## src/rtl/router_pkt_tx_pkg.sv

```systemverilog
// Shared constants, state encoding and header helpers for the router packet transmitter.
package router_pkg;
   localparam int DATA_W       = 8;
   localparam int ADDR_W       = 2;
   localparam int LEN_W        = DATA_W - ADDR_W;
   localparam int DEPTH        = 1 << LEN_W;
   localparam int MAX_DEST     = 2;
   localparam int HDR_DEST_LSB = 0;
   localparam int HDR_LEN_LSB  = ADDR_W;

   typedef enum logic [2:0] {
      S_IDLE,
      S_FILL,
      S_HEADER,
      S_PAYLOAD,
      S_PARITY
   } state_e;

   // Header byte: len in [7:2], dest in [1:0].
   function automatic logic [DATA_W-1:0] mk_header(input logic [LEN_W-1:0] l,
                                                   input logic [ADDR_W-1:0] d);
      return {l, d};
   endfunction
endpackage

```

## src/rtl/router_pkt_tx_if.sv

```systemverilog
// Request, upstream payload and router-side signals of the packet transmitter.
// inject_err exists only when ROUTER_TX_ERR_INJ_EN is defined.
interface router_pkt_tx_if;
   import router_pkg::*;

   logic                start;
   logic [ADDR_W-1:0]   dest;
   logic [LEN_W-1:0]    len;
   logic                tx_ready;
   logic                req_err;
   logic [DATA_W-1:0]   pl_data;
   logic                pl_valid;
   logic                pl_ready;
   logic                busy;
   logic [DATA_W-1:0]   data_in;
   logic                pkt_valid;
   logic                done;
`ifdef ROUTER_TX_ERR_INJ_EN
   logic                inject_err;

   modport master (input  start, dest, len, inject_err, pl_data, pl_valid, busy,
                   output tx_ready, req_err, pl_ready, data_in, pkt_valid, done);
   modport slave  (output start, dest, len, inject_err, pl_data, pl_valid, busy,
                   input  tx_ready, req_err, pl_ready, data_in, pkt_valid, done);
`else
   modport master (input  start, dest, len, pl_data, pl_valid, busy,
                   output tx_ready, req_err, pl_ready, data_in, pkt_valid, done);
   modport slave  (output start, dest, len, pl_data, pl_valid, busy,
                   input  tx_ready, req_err, pl_ready, data_in, pkt_valid, done);
`endif
endinterface

```

## src/rtl/router_pkt_tx_buf.sv

```systemverilog
// Payload staging buffer: one write port used while filling, one asynchronous read port used while sending.
module router_tx_buf
   import router_pkg::*;
(
   input  logic              clock,
   input  logic              we,
   input  logic [LEN_W-1:0]  waddr,
   input  logic [DATA_W-1:0] wdata,
   input  logic [LEN_W-1:0]  raddr,
   output logic [DATA_W-1:0] rdata
);
   logic [DATA_W-1:0] mem_q [DEPTH];

   always_ff @(posedge clock) begin
      if (we) mem_q[waddr] <= wdata;
   end

   assign rdata = mem_q[raddr];
endmodule

```

## src/rtl/router_pkt_tx.sv

```systemverilog
// Router packet transmitter: stages len payload bytes, then sends header, payload and parity under busy.
// Optional ROUTER_TX_ERR_INJ_EN adds inject_err, which flips bit 0 of the sent parity byte.
module router_pkt_tx
   import router_pkg::*;
(
   input  logic           clock,
   input  logic           resetn,
   router_pkt_tx_if.master tx
);
   state_e              state_q, state_d;
   logic [ADDR_W-1:0]   dest_q, dest_d;
   logic [LEN_W-1:0]    len_q, len_d;
   logic [LEN_W-1:0]    wr_ptr_q, wr_ptr_d;
   logic [LEN_W-1:0]    rd_ptr_q, rd_ptr_d;
   logic [DATA_W-1:0]   parity_q, parity_d;
   logic [DATA_W-1:0]   data_in_q, data_in_d;
   logic                pkt_valid_q, pkt_valid_d;
   logic                tx_ready_q, tx_ready_d;
   logic                req_err_q, req_err_d;
   logic                pl_ready_q, pl_ready_d;
   logic                done_q, done_d;
   logic                inj_q, inj_d;
   logic                buf_we;
   logic [DATA_W-1:0]   buf_rdata;

   assign buf_we = pl_ready_q && tx.pl_valid;

   router_tx_buf u_buf (
      .clock (clock),
      .we    (buf_we),
      .waddr (wr_ptr_q),
      .wdata (tx.pl_data),
      .raddr (rd_ptr_q),
      .rdata (buf_rdata)
   );

   always_comb begin
      state_d     = state_q;
      dest_d      = dest_q;
      len_d       = len_q;
      wr_ptr_d    = wr_ptr_q;
      rd_ptr_d    = rd_ptr_q;
      parity_d    = parity_q;
      data_in_d   = data_in_q;
      pkt_valid_d = pkt_valid_q;
      inj_d       = inj_q;
      req_err_d   = 1'b0;
      done_d      = 1'b0;
      case (state_q)
         S_IDLE: begin
            if (tx.start) begin
               if (tx.dest <= ADDR_W'(MAX_DEST) && tx.len != '0) begin
                  dest_d   = tx.dest;
                  len_d    = tx.len;
                  parity_d = '0;
                  wr_ptr_d = '0;
                  rd_ptr_d = '0;
`ifdef ROUTER_TX_ERR_INJ_EN
                  inj_d    = tx.inject_err;
`else
                  inj_d    = 1'b0;
`endif
                  state_d  = S_FILL;
               end else begin
                  req_err_d = 1'b1;
               end
            end
         end
         S_FILL: begin
            if (buf_we) begin
               wr_ptr_d = wr_ptr_q + LEN_W'(1);
               if (wr_ptr_q == len_q - LEN_W'(1)) begin
                  data_in_d   = mk_header(len_q, dest_q);
                  parity_d    = mk_header(len_q, dest_q);
                  pkt_valid_d = 1'b1;
                  state_d     = S_HEADER;
               end
            end
         end
         S_HEADER: begin
            if (!tx.busy) begin
               data_in_d = buf_rdata;
               rd_ptr_d  = rd_ptr_q + LEN_W'(1);
               state_d   = S_PAYLOAD;
            end
         end
         S_PAYLOAD: begin
            // rd_ptr counts bytes already loaded onto data_in; equal to len means the last one is leaving.
            if (!tx.busy) begin
               parity_d = parity_q ^ data_in_q;
               if (rd_ptr_q == len_q) begin
                  data_in_d   = parity_d ^ {{(DATA_W-1){1'b0}}, inj_q};
                  pkt_valid_d = 1'b0;
                  state_d     = S_PARITY;
               end else begin
                  data_in_d = buf_rdata;
                  rd_ptr_d  = rd_ptr_q + LEN_W'(1);
               end
            end
         end
         S_PARITY: begin
            if (!tx.busy) begin
               data_in_d = '0;
               done_d    = 1'b1;
               state_d   = S_IDLE;
            end
         end
         default: state_d = S_IDLE;
      endcase
      tx_ready_d = (state_d == S_IDLE);
      pl_ready_d = (state_d == S_FILL);
   end

   always_ff @(posedge clock) begin
      if (!resetn) begin
         state_q     <= S_IDLE;
         dest_q      <= '0;
         len_q       <= '0;
         wr_ptr_q    <= '0;
         rd_ptr_q    <= '0;
         parity_q    <= '0;
         data_in_q   <= '0;
         pkt_valid_q <= 1'b0;
         tx_ready_q  <= 1'b0;
         req_err_q   <= 1'b0;
         pl_ready_q  <= 1'b0;
         done_q      <= 1'b0;
         inj_q       <= 1'b0;
      end else begin
         state_q     <= state_d;
         dest_q      <= dest_d;
         len_q       <= len_d;
         wr_ptr_q    <= wr_ptr_d;
         rd_ptr_q    <= rd_ptr_d;
         parity_q    <= parity_d;
         data_in_q   <= data_in_d;
         pkt_valid_q <= pkt_valid_d;
         tx_ready_q  <= tx_ready_d;
         req_err_q   <= req_err_d;
         pl_ready_q  <= pl_ready_d;
         done_q      <= done_d;
         inj_q       <= inj_d;
      end
   end

   assign tx.data_in   = data_in_q;
   assign tx.pkt_valid = pkt_valid_q;
   assign tx.tx_ready  = tx_ready_q;
   assign tx.req_err   = req_err_q;
   assign tx.pl_ready  = pl_ready_q;
   assign tx.done      = done_q;
endmodule

```

## src/flat_wrapper.sv

```systemverilog
// flat-port wrapper written by rule: the top's interface ports become plain ports
module router_pkt_tx_flat import router_pkg::*;
  (clock, resetn, tx_start, tx_dest, tx_len, tx_pl_data, tx_pl_valid, tx_busy, tx_tx_ready, tx_req_err, tx_pl_ready, tx_data_in, tx_pkt_valid, tx_done);
  router_pkt_tx_if tx_i ();
  input  logic clock;
  input  logic resetn;
  input wire logic [$bits(tx_i.start)-1:0] tx_start;
  input wire logic [$bits(tx_i.dest)-1:0] tx_dest;
  input wire logic [$bits(tx_i.len)-1:0] tx_len;
  input wire logic [$bits(tx_i.pl_data)-1:0] tx_pl_data;
  input wire logic [$bits(tx_i.pl_valid)-1:0] tx_pl_valid;
  input wire logic [$bits(tx_i.busy)-1:0] tx_busy;
  output wire logic [$bits(tx_i.tx_ready)-1:0] tx_tx_ready;
  output wire logic [$bits(tx_i.req_err)-1:0] tx_req_err;
  output wire logic [$bits(tx_i.pl_ready)-1:0] tx_pl_ready;
  output wire logic [$bits(tx_i.data_in)-1:0] tx_data_in;
  output wire logic [$bits(tx_i.pkt_valid)-1:0] tx_pkt_valid;
  output wire logic [$bits(tx_i.done)-1:0] tx_done;
  assign tx_i.start = tx_start;
  assign tx_i.dest = tx_dest;
  assign tx_i.len = tx_len;
  assign tx_i.pl_data = tx_pl_data;
  assign tx_i.pl_valid = tx_pl_valid;
  assign tx_i.busy = tx_busy;
  assign tx_tx_ready = tx_i.tx_ready;
  assign tx_req_err = tx_i.req_err;
  assign tx_pl_ready = tx_i.pl_ready;
  assign tx_data_in = tx_i.data_in;
  assign tx_pkt_valid = tx_i.pkt_valid;
  assign tx_done = tx_i.done;
  router_pkt_tx u_core (.clock(clock), .resetn(resetn), .tx(tx_i));
endmodule
```

## config.mk

```make
export PLATFORM = sky130hd
export DESIGN_NAME = router_pkt_tx_flat
export DESIGN_NICKNAME = d
export VERILOG_FILES = /design/src/rtl/router_pkt_tx_pkg.sv /design/src/rtl/router_pkt_tx_if.sv /design/src/rtl/router_pkt_tx_buf.sv /design/src/rtl/router_pkt_tx.sv /design/src/flat_wrapper.sv
export SDC_FILE = /design/constraint.sdc
export NUM_CORES = 1
export LEC_CHECK = 0
export ABC_AREA = 1
export BUFFER_PORTS_ARGS = -buffer_cell sky130_fd_sc_hd__buf_4
export CORE_AREA = 2 2 171 257
export DETAILED_ROUTE_END_ITERATION = 10
export DIE_AREA = 0 0 173 259
export PLACE_DENSITY = 0.75
export SETUP_SLACK_MARGIN = 0.02
export SLEW_MARGIN = 40
export SYNTH_ARGS = -nofsm -noshare
export SYNTH_HDL_FRONTEND = slang
export SYNTH_HIERARCHICAL = 1
export SYNTH_SLANG_ARGS = --single-unit
```

## constraint.sdc

```tcl
create_clock -name clock -period 2.06 [get_ports clock]
set_input_delay 0.309 -clock clock [delete_from_list [all_inputs] [get_ports clock]]
set_output_delay 0.309 -clock clock [all_outputs]
set_load 0.1 [all_outputs]
```

# [Word-level counts from Yosys, hierarchy flattened]
# Memories as Yosys holds them, arrays and structs flattened. A register that Yosys moved wholly into a read port is not among the register bits.
# Index checks and enable logic that the tools add are counted.
[totals] output_inout_bits=13 word_cells=91 inputBits=21 mem_bits_rw=512 n_memories=1 reg_bits=44
[mem_list] name="u_core.u_buf.mem_q" words=64 width=8 read_ports=1 rd_ports_with_merged_regs=1 write_ports=1 line="router_pkt_tx_buf.sv:12" text="logic [DATA_W-1:0] mem_q [DEPTH];"
[op_classes] bitwise=1 muxes=39 n_addsub=3 n_reduce_logical=18 n_eq_ne=16 magnitude_cmp=1
[op_table] op="2-to-1 mux 8 bit" n=9
[op_table] op="2-to-1 mux 6 bit" n=8
[op_table] op="one-hot mux 8 bit (4 select lines)" n=1
[op_table] op="2-to-1 mux 3 bit" n=8
[op_table] op="one-hot mux 8 bit (3 select lines)" n=1
[op_table] op="one-hot mux 6 bit (3 select lines)" n=1
[op_table] op="AND reduction 6 bit" n=3
[op_table] op="one-hot mux 3 bit (5 select lines)" n=1
[op_table] op="adder 6 x 1 -> 6 bit, second input constant" n=2
[op_table] op="equality test 6 bit" n=2
[op_table] op="one-hot mux 6 bit (2 select lines)" n=1
[op_table] op="!= test 2 bit, second input constant" n=5
[op_table] op="2-to-1 mux 1 bit" n=8
[op_table] op="!= test 2 x 1 -> 1 bit, second input constant" n=4
[op_table] op="XOR 8 bit" n=1
[op_table] op="equality test 3 x 1 -> 1 bit, second input constant" n=2
[op_table] op="equality test 3 x 2 -> 1 bit, second input constant" n=2
[op_table] op="zero test 3 bit" n=2
[op_table] op="AND reduction 3 bit" n=2
[op_table] op="nonzero test 3 bit" n=2
[op_table] op="nonzero test 6 bit" n=1
[op_table] op="subtractor 6 x 1 -> 6 bit, second input constant" n=1
[op_table] op="AND reduction 5 bit" n=1
[op_table] op="AND reduction 4 bit" n=1
[op_table] op="other kinds (7)" n=9

# [Depth between registers and ports, before layout]
[depth] ltp_word=7 ltp_mapped=20 ltp_nobuf=17

# [By module]
# The synthesis kept the hierarchy.
[by_module_without_submodules] mod="router_tx_buf" cells_per_inst=1797 instances=1 seq_area_each_um2=15374.7 area_per_inst_um2=21179.1
[by_module_without_submodules] mod="router_pkt_tx" cells_per_inst=460 instances=1 seq_area_each_um2=880.8 area_per_inst_um2=2834.0

# [Worst setup path before layout]
# Ideal clock, no wire load.
[synth_timing] path_kind="register to register" startpoint="register u_core.pl_ready_q (netlist: u_core/tx.pl_ready)" endpoint="memory u_core.u_buf.mem_q[48][0] (enable)" stages_incl_launch_ff=6 period_less_slack_ns=2.958 n_path_buf=1 setup_ns=0.395 setup_slack_ns=-0.898 required_time_ns=1.665 arrival_time_ns=2.563 cell_sequence="dfxtp_1 -> nand2_1 -> inv_1 -> clkbuf_1 -> nand4_1 -> nor4_1"
[synth_between] elab_chain_cells=3
[synth_rtl] element="from (decl)" line="router_pkt_tx.sv:20" text="logic pl_ready_q, pl_ready_d;"
[synth_rtl] element="from (signal assigned)" line="router_pkt_tx.sv:140" text="pl_ready_q <= pl_ready_d;"
[synth_rtl] element="logical AND 1 bit" line="router_pkt_tx.sv:26" text="assign buf_we = pl_ready_q && tx.pl_valid;"
[synth_rtl] element="net u_core.buf_we" line="router_pkt_tx.sv:23" text="logic buf_we;"
[synth_rtl] element="2-to-1 mux 1 bit" line="router_pkt_tx_buf.sv:15" text="if (we) mem_q[waddr] <= wdata;"
[synth_rtl] element="2-to-1 mux 1 bit (implied by the code)" line="router_pkt_tx_buf.sv:15"
[synth_rtl] element="to (decl)" line="router_pkt_tx_buf.sv:12"
# The timed path passes the listed nets, and every way through them passes these cells.

# [Worst setup path in the final report]
[layout_timing] startpoint="register u_core.rd_ptr_q[0]" endpoint="register u_core.data_in_q[5] (netlist: u_core/tx.data_in[5])"
[layout_between] elab_chain_cells=4
[layout_rtl] element="from (decl)" line="router_pkt_tx.sv:14" text="logic [LEN_W-1:0] rd_ptr_q, rd_ptr_d;"
[layout_rtl] element="from (signal assigned)" line="router_pkt_tx.sv:134" text="rd_ptr_q <= rd_ptr_d;"
[layout_rtl] element="equality test 6 bit" line="router_pkt_tx.sv:91" text="if (rd_ptr_q == len_q) begin"
[layout_rtl] element="2-to-1 mux 8 bit" line="router_pkt_tx.sv:91"
[layout_rtl] element="2-to-1 mux 8 bit" line="router_pkt_tx.sv:89" text="if (!tx.busy) begin"
[layout_rtl] element="one-hot mux 8 bit (4 select lines)" line="router_pkt_tx.sv:49" text="case (state_q)"
[layout_rtl] element="to (signal assigned)" line="router_pkt_tx.sv:136" text="data_in_q <= data_in_d;"
[layout_rtl] element="to (decl)" line="router_pkt_tx.sv:16" text="logic [DATA_W-1:0] data_in_q, data_in_d;"
# Every way passes these cells. The select of a mux whose other input is x is not followed.
# A chain may end at the register's enable or synchronous reset.

==> results.md <==
* Status: finished, violations left
* Violated checks: setup timing
* Core Region at ~0.043 mm²
* CTS Buf Count at 48
* H-tree depth at 2
* Clk network pwr share at 37.9%
* Port Buffers at 33
* Buf+Inv Stages, Crit Path at 5
* Sw Share at between 20% and 30%
* Width of the die at between 150 and 200 µm
* Total die area at 0.0448 mm²
* Largest area contributor in the netlist: edfxtp_1
* Worst-path clk slew at about 0.060 ns
* DRC errors left at 0
* Clock sink count at about 560
* Routed Antenna Nets at 0
* Count of final hold-check violations at 0
* Nets at roughly 2500
* Count leader, synth: nand2_1
* CP most frequent cell: nand2_1
* Ant diodes at 0
* Post-Syn Area at around 0.024 mm²
* Syn nets at about 2300
* Slowest stage delay, CP at 0.38 ns
* Minimum clock period at about 2.3 ns
* Share of cells above drive strength 1 at between 20% and 30%
* Seq/Total Area, Yosys at 67.7%
* Crit path kind: flip-flop to flip-flop
* Via density at about 6
* Combinational power share at 12.1%
* Unique masters post-synth at 37
* CP top delay family: simple AND/OR/NAND/NOR gates
* Yosys warnings at 6
* Maximum VDD drop at about 0.78 mV
* Pwr Density at just over 800 mW/mm²
* Final WS setup at -0.242 ns
* Routed wire length per instance at 23.3 µm
* CP Launch Type: flip-flop
* Max cap viols at 0
* Vias in the first global route at 17800
* Int Power at 18.9 mW
* Global-route wire length before repair at 97600 µm
* Yosys top cell area share at 64.0%
* Final setup viols at 9
* Achievable frequency at roughly 430 MHz
* Initial antenna violation count at 0
* Vias at approximately 19000
* Initial DRC count at approximately 2200
* Dpl hpwl at just over 40000 µm
* Slew HR at ~47%
* Syn Area/Cell at between 10 and 15 µm²
* Routed wire length at just over 70000 µm
* Num ports at 34
* CP arrival at around 2.8 ns
* Num rows at 93
* Yosys reg bits at approximately 560
* Top post-synthesis cells by area: edfxtp_1, nand2_1, nand3_1, dfxtp_1, nor2_1
* Clk_lat worst skew at between 0.5 and 0.6 ns
* Inst Count DP at just under 3000
* Largest net degree at the start of global routing at 65
* Gp weighted congestion at a little over 0.9
* Final Util at 71.3%
* CTS tree: built
* Layout area overhead at 26.5%
* Reg power frac at approximately 50%
* Fin. max-slew vios at 0
* Synth cell count leaders: nand2_1, edfxtp_1, nand3_1
* Worst Max-Slew Pin Slew at 0.791 ns
* Initial DRT Pass Iterations at 7
* Remaining global-route overflow at 0
* Crit path capture type: flip-flop
* Critical path's slowest cell: dfxtp_4
* Setup Skew at 0.0297 ns
* Final period utilization at 112%
* RSZ-0062 raised after global routing: yes
* Root buffer cell: clkbuf_16
* Die H at ~260 µm
* Post-synth EDFFs at around 500
* Static leakage at around 11 nW
* Initial Utilization at a little under three fifths
* Cell count after synthesis at between 2000 and 2500
* Worst-path cell chain: buf_12 -> clkinv_16 -> clkbuf_16 -> buf_8 -> nand2_1 -> nand3_1 -> nand3_1 -> nand2_2 -> nand2_1 -> nand3_1 -> nand3_2 -> nand2_2 -> inv_2 -> nand2_1 -> nand3_1 -> nand2_1 -> nand2_1 -> nand2_1 -> nand2_1 -> nor2_1
* Ys async rst share at 0%
* Clock tree buffer depth at 3
* Layout Cells excl Fill at between 3000 and 4000
* Critical Path RT at ~2.5 ns
* Worst hold path type: input pin to flip-flop
* Critical path peak fanout at 11
* Dominant synthesized flop cell: edfxtp_1
* GRT Util Overall at 28.3%
* Tot Pwr at around 25 mW
* NetSw at 5.97 mW
power by group through the flow:
stage | Sequential (mW) | Combinational, mW | Clock [mW]
6_report | 12.5 | 3.00 | 9.42
3_5_place_dp | 12.7 | 2.17 | 0
4_1_cts | 12.5 | 2.35 | 9.42
5_1_grt | 12.5 | 3.17 | 9.85
2_1_floorplan | 12.9 | 1.20 | 0
3_3_place_gp | 12.7 | 2.13 | 0
per-stage QoR:
| step | setup TNS (ns) | cell area (µm²) | hold slack [ns] | worst slack, ns |
|---|---|---|---|---|
| global route | -3.00 | 30400 | 0.0418 | -0.351 |
| CTS | -1.27 | 28200 | 0.00875 | -0.209 |
| detailed placement | -2.04 | 26100 | 0.474 | -0.303 |
| global placement | -1.85 | 26100 | 0.475 | -0.275 |
| floorplan | -19.95 | 24200 | 0.388 | -0.332 |
| finish | -1.62 | 30400 | 0.0249 | -0.242 |
per-layer routing:
| layer | vias up | wire [µm] | global-route usage [%] |
|---|---|---|---|
| li1 | 8177 | - | - |
| met1 | 8883 | 23100 | 32.0 |
| met2 | 1270 | 36500 | 51.0 |
| met3 | 368 | 6430 | 3.41 |
| met4 | 0 | 5300 | 18.1 |
| met5 | - | 0 | 0 |
final timing paths:
| check | start | end | slack (ns) | depth (start not counted) |
|---|---|---|---|---|
| worst max-delay path | u_core/rd_ptr_q[0]$_SDFFE_PN0P_ | u_core/tx.data_in[5]$_SDFFE_PN0P_ | -0.24 | 20 |
| worst min-delay path | tx_len[2] | u_core/len_q[2]$_SDFFE_PN0P_ | 0.02 | 3 |
| worst max register to register | u_core/rd_ptr_q[0]$_SDFFE_PN0P_ | u_core/tx.data_in[5]$_SDFFE_PN0P_ | -0.24 | 20 |
| worst min register to register | u_core/dest_q[1]$_SDFFE_PN0P_ | u_core/dest_q[1]$_SDFFE_PN0P_ | 0.49 | 2 |
cell families after synthesis:
family	after synthesis	share of synthesized area (%)
AOI/OAI and AO/OA	51	1.14
xor gates and xnor gates	13	0.474
adders and majority gates	3	0.156
buffers and inverters	208	4.97
DFF	556	67.7
and+or+nand+nor	1426	25.6
flip-flops by register name (all words and copies together) (netlist names):
| name | flops |
|---|---|
| u_core/dest_q | 2 |
| u_core/tx.req_err | 1 |
| u_core/state_q | 3 |
| u_core/tx.done | 1 |
| u_core/u_buf/mem_q | 512 |
| u_core/tx.tx_ready | 1 |
| u_core/tx.pl_ready | 1 |
| u_core/wr_ptr_q | 6 |
| u_core/tx.data_in | 8 |
| u_core/rd_ptr_q | 6 |
| u_core/parity_q | 8 |
| u_core/tx.pkt_valid | 1 |
| u_core/len_q | 6 |
placed cells by master, fill, tap and decap left out, drive strengths merged, types with 20 or more instances in the layout:
| cell type | instances |
|---|---|
| inv | 84 |
| dfxtp | 44 |
| clkinv | 20 |
| edfxtp | 512 |
| buf | 239 |
| o21ai | 21 |
| nand3 | 470 |
| a21oi | 29 |
| nor2 | 119 |
| clkbuf | 80 |
| nand2 | 787 |
| nand4 | 31 |
worst min-delay path, stage by stage:
cell and delay, ns:
buf_4 0.08, o21ai_0 0.08, a21oi_1 0.11
timing repair:
item	4_1_cts	5_1_grt
gates cloned	6	27
hold endpoints to repair	2	0
hold buffers	2	0
setup endpoints to repair	30	82
buffers inserted	6	19
gates resized for setup	51	355
pin swaps	9	134
cell type report:
type                    instances  area, µm²
well taps                     570        713
fillers                      2654      12200
repair buffers                263       3290
multi-input cells            1493       8110
clock buffers                  58       1260
clock inverters                30        372
repair inverters                1       16.3
flip-flops and latches        556      16300
inverters                      85        352
No activity file was read; power rests on OpenSTA's default activity.
